==> src/rtl/ram_pattern_gen_pkg.sv <==
// ram_pattern_gen_pkg: shared default widths, mode and FSM state encodings for ram_pattern_gen.
package ram_pattern_gen_pkg;
  localparam int ADDR_W_DEF = 64;
  localparam int DATA_W_DEF = 32;
  localparam int COUNT_W_DEF = 16;
  localparam logic [1:0] MODE_WR = 2'd0;
  localparam logic [1:0] MODE_RD = 2'd1;
  localparam logic [1:0] MODE_WR_RD = 2'd2;
  localparam logic [2:0] S_IDLE = 3'd0;
  localparam logic [2:0] S_WRITE = 3'd1;
  localparam logic [2:0] S_GAP = 3'd2;
  localparam logic [2:0] S_READ = 3'd3;
  localparam logic [2:0] S_DRAIN = 3'd4;
  localparam logic [2:0] S_DONE = 3'd5;
  // mode 3 behaves exactly like MODE_WR_RD
  function automatic logic has_readback(input logic [1:0] m);
    return m[1];
  endfunction
endpackage

==> src/rtl/ram_pattern_gen_addr_gen.sv <==
// ram_pattern_addr_gen: address/data accumulator pair with clear, load and stride-step controls.
module ram_pattern_addr_gen #(
  parameter int ADDR_W = 64,
  parameter int DATA_W = 32,
  parameter int ADDR_STRIDE = 4,
  parameter int DATA_STEP = 4
) (
  input  logic              CLK,
  input  logic              RESET_N,
  input  logic              clear,
  input  logic              load,
  input  logic              step,
  input  logic [ADDR_W-1:0] load_addr,
  input  logic [DATA_W-1:0] load_data,
  output logic [ADDR_W-1:0] addr,
  output logic [DATA_W-1:0] data
);
  always_ff @(posedge CLK) begin
    if (!RESET_N || clear) begin
      addr <= '0;
      data <= '0;
    end else if (load) begin
      addr <= load_addr;
      data <= load_data;
    end else if (step) begin
      addr <= addr + ADDR_W'(ADDR_STRIDE);
      data <= data + DATA_W'(DATA_STEP);
    end
  end
endmodule

==> src/rtl/ram_pattern_gen.sv <==
// ram_pattern_gen: write / read / write-then-readback RAM burst sequencer.
// Define RAM_PATTERN_CHECK_EN to add the read-data checker (data_in, error, err_count).
module ram_pattern_gen
  import ram_pattern_gen_pkg::*;
#(
  parameter int ADDR_W = ADDR_W_DEF,
  parameter int DATA_W = DATA_W_DEF,
  parameter int COUNT_W = COUNT_W_DEF,
  parameter int ADDR_STRIDE = 4,
  parameter int DATA_STEP = 4,
  parameter int GAP_CYCLES = 8
) (
  input  logic               CLK,
  input  logic               RESET_N,
  input  logic               start,
  input  logic [1:0]         mode,
  input  logic [ADDR_W-1:0]  base_addr,
  input  logic [DATA_W-1:0]  data_seed,
  input  logic [COUNT_W-1:0] word_count,
  output logic [ADDR_W-1:0]  address,
  output logic [DATA_W-1:0]  data_out,
  output logic               write,
  output logic               read,
  output logic               busy,
  output logic               done
`ifdef RAM_PATTERN_CHECK_EN
  ,
  input  logic [DATA_W-1:0]  data_in,
  output logic               error,
  output logic [COUNT_W-1:0] err_count
`endif
);
  localparam int GAP_W = $clog2(GAP_CYCLES + 2);
  logic [2:0] state, nxt, end_st;
  logic [COUNT_W-1:0] i, cnt_q;
  logic [GAP_W-1:0] g;
  logic [1:0] mode_q, m;
  logic [ADDR_W-1:0] base_q;
  logic [DATA_W-1:0] seed_q;
  logic go, issue, is_wr, first, last;
  // done still high means the sequence has only just finished; start is ignored then
  assign go = state == S_IDLE && !done && start;
  assign m = go ? mode : mode_q;
  assign issue = (go && word_count != '0) || state == S_WRITE || state == S_READ;
  assign is_wr = (go && mode != MODE_RD) || state == S_WRITE;
  assign first = go || i == '0;
  assign last = go ? word_count == COUNT_W'(1) : cnt_q == i + COUNT_W'(1);
  assign end_st = !is_wr ? S_DRAIN : has_readback(m) ? (GAP_CYCLES == 0 ? S_READ : S_GAP) : S_DONE;
  assign nxt = state == S_IDLE ? (!go ? S_IDLE : word_count == '0 ? S_DONE : last ? end_st : is_wr ? S_WRITE : S_READ)
             : (state == S_WRITE || state == S_READ) ? (last ? end_st : state)
             : state == S_GAP ? (g == GAP_W'(GAP_CYCLES - 1) ? S_READ : S_GAP)
             : state == S_DRAIN ? S_DONE : S_IDLE;
  ram_pattern_addr_gen #(
    .ADDR_W(ADDR_W), .DATA_W(DATA_W), .ADDR_STRIDE(ADDR_STRIDE), .DATA_STEP(DATA_STEP)
  ) u_addr_gen (
    .CLK(CLK),
    .RESET_N(RESET_N),
    .clear(state == S_DONE),
    .load(issue && first),
    .step(issue && !first),
    .load_addr(go ? base_addr : base_q),
    .load_data(go ? data_seed : seed_q),
    .addr(address),
    .data(data_out)
  );
  always_ff @(posedge CLK) begin
    if (!RESET_N) begin
      state <= S_IDLE;
      i <= '0;
      g <= '0;
      mode_q <= MODE_WR;
      base_q <= '0;
      seed_q <= '0;
      cnt_q <= '0;
      write <= 1'b0;
      read <= 1'b0;
      busy <= 1'b0;
      done <= 1'b0;
    end else begin
      state <= nxt;
      i <= issue && !last ? i + COUNT_W'(1) : '0;
      g <= state == S_GAP ? g + GAP_W'(1) : '0;
      if (go) begin
        mode_q <= mode;
        base_q <= base_addr;
        seed_q <= data_seed;
        cnt_q <= word_count;
      end
      write <= issue && is_wr;
      read <= issue && !is_wr;
      busy <= issue || state == S_GAP || state == S_DRAIN;
      done <= state == S_DONE;
    end
  end
`ifdef RAM_PATTERN_CHECK_EN
  logic rd_q;
  logic [DATA_W-1:0] exp_q;
  // RAM answers one cycle after the strobe, so compare against last cycle's expectation
  always_ff @(posedge CLK) begin
    if (!RESET_N) begin
      rd_q <= 1'b0;
      exp_q <= '0;
      error <= 1'b0;
      err_count <= '0;
    end else begin
      rd_q <= read;
      exp_q <= data_out;
      if (go) begin
        error <= 1'b0;
        err_count <= '0;
      end else if (rd_q && data_in != exp_q) begin
        error <= 1'b1;
        err_count <= &err_count ? err_count : err_count + COUNT_W'(1);
      end
    end
  end
`endif
endmodule

==> config.mk <==
export PLATFORM = sky130hd
export DESIGN_NAME = ram_pattern_gen
export DESIGN_NICKNAME = d
export VERILOG_FILES = /design/src/rtl/ram_pattern_gen_pkg.sv /design/src/rtl/ram_pattern_gen_addr_gen.sv /design/src/rtl/ram_pattern_gen.sv
export SDC_FILE = /design/constraint.sdc
export NUM_CORES = 1
export LEC_CHECK = 0
export CAP_MARGIN = 20
export CORE_UTILIZATION = 55
export DETAILED_ROUTE_END_ITERATION = 7
export DONT_BUFFER_PORTS = 1
export PLACE_DENSITY = 0.68
export SYNTH_ARGS = -nofsm -noshare
export SYNTH_HDL_FRONTEND = slang
export SYNTH_SLANG_ARGS = --single-unit
==> constraint.sdc <==
create_clock -name CLK -period 5.5 [get_ports CLK]
set_input_delay 0.825 -clock CLK [delete_from_list [all_inputs] [get_ports CLK]]
set_output_delay 0.825 -clock CLK [all_outputs]
set_load 0.01 [all_outputs]
==> metrics.cfg <==
[drt]
dr_total_vias = 10360
vias_per_cell = 6.073
first_iter_violations = 745
route.detailed.drc = 0
drt.antenna.violating_nets = 0
first_pass_iters = 5
wl_per_cell_um = 19.03
routed_wl_um = 32470

[cts]
cts-buffers-inserted = 26
numClockSinks = 236
post_cts_buffers = 0
cts.clk_slew.worst_paths_ns = 0.07
post_cts_resized = 0
ctsRootBufferMaster = clkbuf_16
cts_buffer_depth = 3
cts-htree-levels = 1
cts_hold_buffers = 0
worstSkewPairLatency_ns = 0.53
cts_tree = built

[finish]
n_fill_cell = 1860
area_growth_pct = 7.989
drive_gt1_share_pct = 6.853
nets = 1533
fin_area_um2 = 12730
final_cells = 1706
fin_util_pct = 60.58

[worst_setup_path]
crit_chain = nor4_1, and2_4, o21a_1, nand2b_4, buf_4, o21ai_0, a32o_1
critical_path_required_ns = 5.92
cp-start-kind = register
max_stage_delay_ns = 0.67
rrSetupSlack_ns = 1.95
ff2ff_path_depth = 7
path_depth = 7
critPathKind = reg -> reg
arrival_ns = 3.97
slowest_stage = and2_4
critPathLaunch = state[2]
path_max_fanout = 58
r2r-start = state[2]
critPathTopFamily = simple AND/OR/NAND/NOR gates
reg2reg_to = u_addr_gen.addr[56]
cp-endpoint = u_addr_gen.addr[56]
path_buf_inv = 1
crit_path_end_kind = register

[sta]
max_freq_mhz = 281.4
period_needed_ns = 3.554
post-route-period-util_pct = 64.62
worst_pin_slew_ns = 1.089
finalSetupTns_ns = 0
setup_violations = 0
report.final.slew_viol_count = 0
rsz0062_at_grt = no
relSlewSlack_pct = 26.88
finClkSkew_ns = 0.01104
hold_viol_final = 0
holdWs_ns = 0.4351

[yosys]
ys.flop_type = dfxtp_1
synth_edf_count = 0
yosysWarnings = 0
syn_area_um2 = 11790
synth-seq-cells = 236
synth_area_leaders = dfxtp_1 (40%), mux2i_1 (8.0%), nand2_1 (5.3%), a21oi_1 (5.1%), o21ai_0 (5.1%)
synth.avg_cell_area_um2 = 7.973
synth_top_cells_by_count = dfxtp_1 (236), nand2_1 (167), a21oi_1 (121), o21ai_0 (121), nor2_1 (114)
synth_nets = 1601
synth_top_area_cell = dfxtp_1
synth_most_common_cell = dfxtp_1
yosysSeqAreaShare_pct = 40.06
synth_top_cell_area_share_pct = 40.06
postSynth.asyncResetShare_pct = 0
synth_cell_types = 65
netlist_instances = 1479

[die]
boundaryPins = 217
fp.dieW_um = 148.4
die_h_um = 148.4
die_area_um2 = 22030
row_count = 53
core_region_area_um2 = 21020
start_util_pct = 56.10

[place]
place_congestion = 0.9089
numPortBuffers = 0
place_hpwl_um = 21630
dpl-instance-area_um2 = 11860
place_inst = 1658

[global_routing]
grt_usage_pct = 28.78
grt_max_degree = 125
antenna_found_initial = 1
grt_pass1_vias = 9722
grt_first_pass_wirelength_um = 51340
overflow = 0

[pwr]
swShare_pct = 41.29
power_density_nw_per_um2 = 548.5
leakagePower_uw = 0.004395
p_seq_share_pct = 37.8
p_comb_share_pct = 36.8
p_switching_uw = 2884
irDropWorstVdd_mv = 0.3036
p_int_uw = 4101
p_clk_share_pct = 25.4

[job]
drv_cap = 0

[hold_path]
hold_path.class = in -> reg
min-delay-start = RESET_N

[run_status]
status = finished clean

-- worst reg2reg max path: cells and delay by family (launching register included) --
family          cells  cell delay, ns
compound gates      3            0.88
flops               1            0.41
simple gates        3            1.56
buf+inv             1            0.60
-- power groups by stage --
| stage | combinational (uW) | clock (uW) | sequential [uW] |
|---|---|---|---|
| 3_3_place_gp | 2520 | 0 | 2660 |
| 4_1_cts | 2570 | 1800 | 2640 |
| 3_5_place_dp | 2550 | 0 | 2670 |
| 2_1_floorplan | 2060 | 0 | 2500 |
| 6_report | 2570 | 1770 | 2640 |
| 5_1_grt | 2890 | 1870 | 2700 |
-- state kept, by name (all words and copies together) (netlist names) --
signal,count
u_addr_gen.data,32
seed_q,32
write,1
read,1
cnt_q,16
busy,1
g,4
done,1
u_addr_gen.addr,64
base_q,64
mode_q,1
state,3
i,16
-- layout by cell type, fill, tap and decap left out, types with 6 or more instances in the layout --
cell type  count
xor2_1         7
a31oi_1        8
inv_1         13
o22ai_1        7
xnor2_1       21
nor2_1       113
a21o_1         8
a21boi_0      21
or2_2         10
o31ai_1        6
a21oi_1      121
and3_1        25
nand4_1       24
nor4_1        32
or3_1          6
nand3_1       53
o21ai_0      121
mux2i_1       94
buf_4         14
nand2_1      165
clkinv_2      10
and2_1         8
nand2b_1       7
nor2b_1       95
clkbuf_16     27
dfxtp_1      236
nor3_1        65
a211oi_1      17
and4_1         6
-- metrics by stage --
| step | setup slack, ns | total power [uW] |
|---|---|---|
| after detailed placement | 1.954 | 5226 |
| after CTS | 1.991 | 7008 |
| after global routing | 1.718 | 7464 |
| after floorplan | 2.660 | 4564 |
| after global placement | 2.007 | 5181 |
| final | 1.946 | 6984 |
-- metal layers --
| metal | global-route usage, % | up-vias | part of all wire (%) |
|---|---|---|---|
| met5 | 0 | - | 0 |
| met4 | 10.57 | 0 | 3.3 |
| met3 | 6.687 | 58 | 8.0 |
| met2 | 47.57 | 334 | 47 |
| met1 | 36.41 | 4853 | 42 |
| li1 | - | 5115 | - |
-- cell type report --
class / instances / area [um^2] / share of cell area (%)
sequential: 236 / 4725 / 37.10
clock buffer: 32 / 744.5 / 5.846
inverter: 13 / 48.80 / 0.3832
clock inverter: 15 / 132.6 / 1.041
timing repair buffer: 14 / 105.1 / 0.8253
antenna: 1 / 2.502 / 0.01965
multi-input combinational: 1120 / 6633 / 52.08
tap: 275 / 344.1 / 2.702
-- cell families after synthesis --
kind of cell	after synthesis	share of synthesized area (%)
XOR/XNOR	28	2.080
flip-flops	236	40.06
AO/OA/AOI/OAI	351	17.59
AND/OR/NAND/NOR	641	27.62
adder cells (fa/ha/maj)	5	0.5305
buffers and inverters	123	4.042
multiplexers	95	8.074
-- worst min path at each step --
| stage | to | slack, ns | cells after the start |
|---|---|---|---|
| after CTS | base_q[35] | 0.42 | 1 |
| after floorplan | g[0] | 0.42 | 1 |
| after detailed placement | g[0] | 0.45 | 1 |
| after global routing | base_q[35] | 0.42 | 1 |
| final | base_q[35] | 0.44 | 1 |
| after global placement | g[0] | 0.43 | 1 |
(Power assumes the default switching activity.)
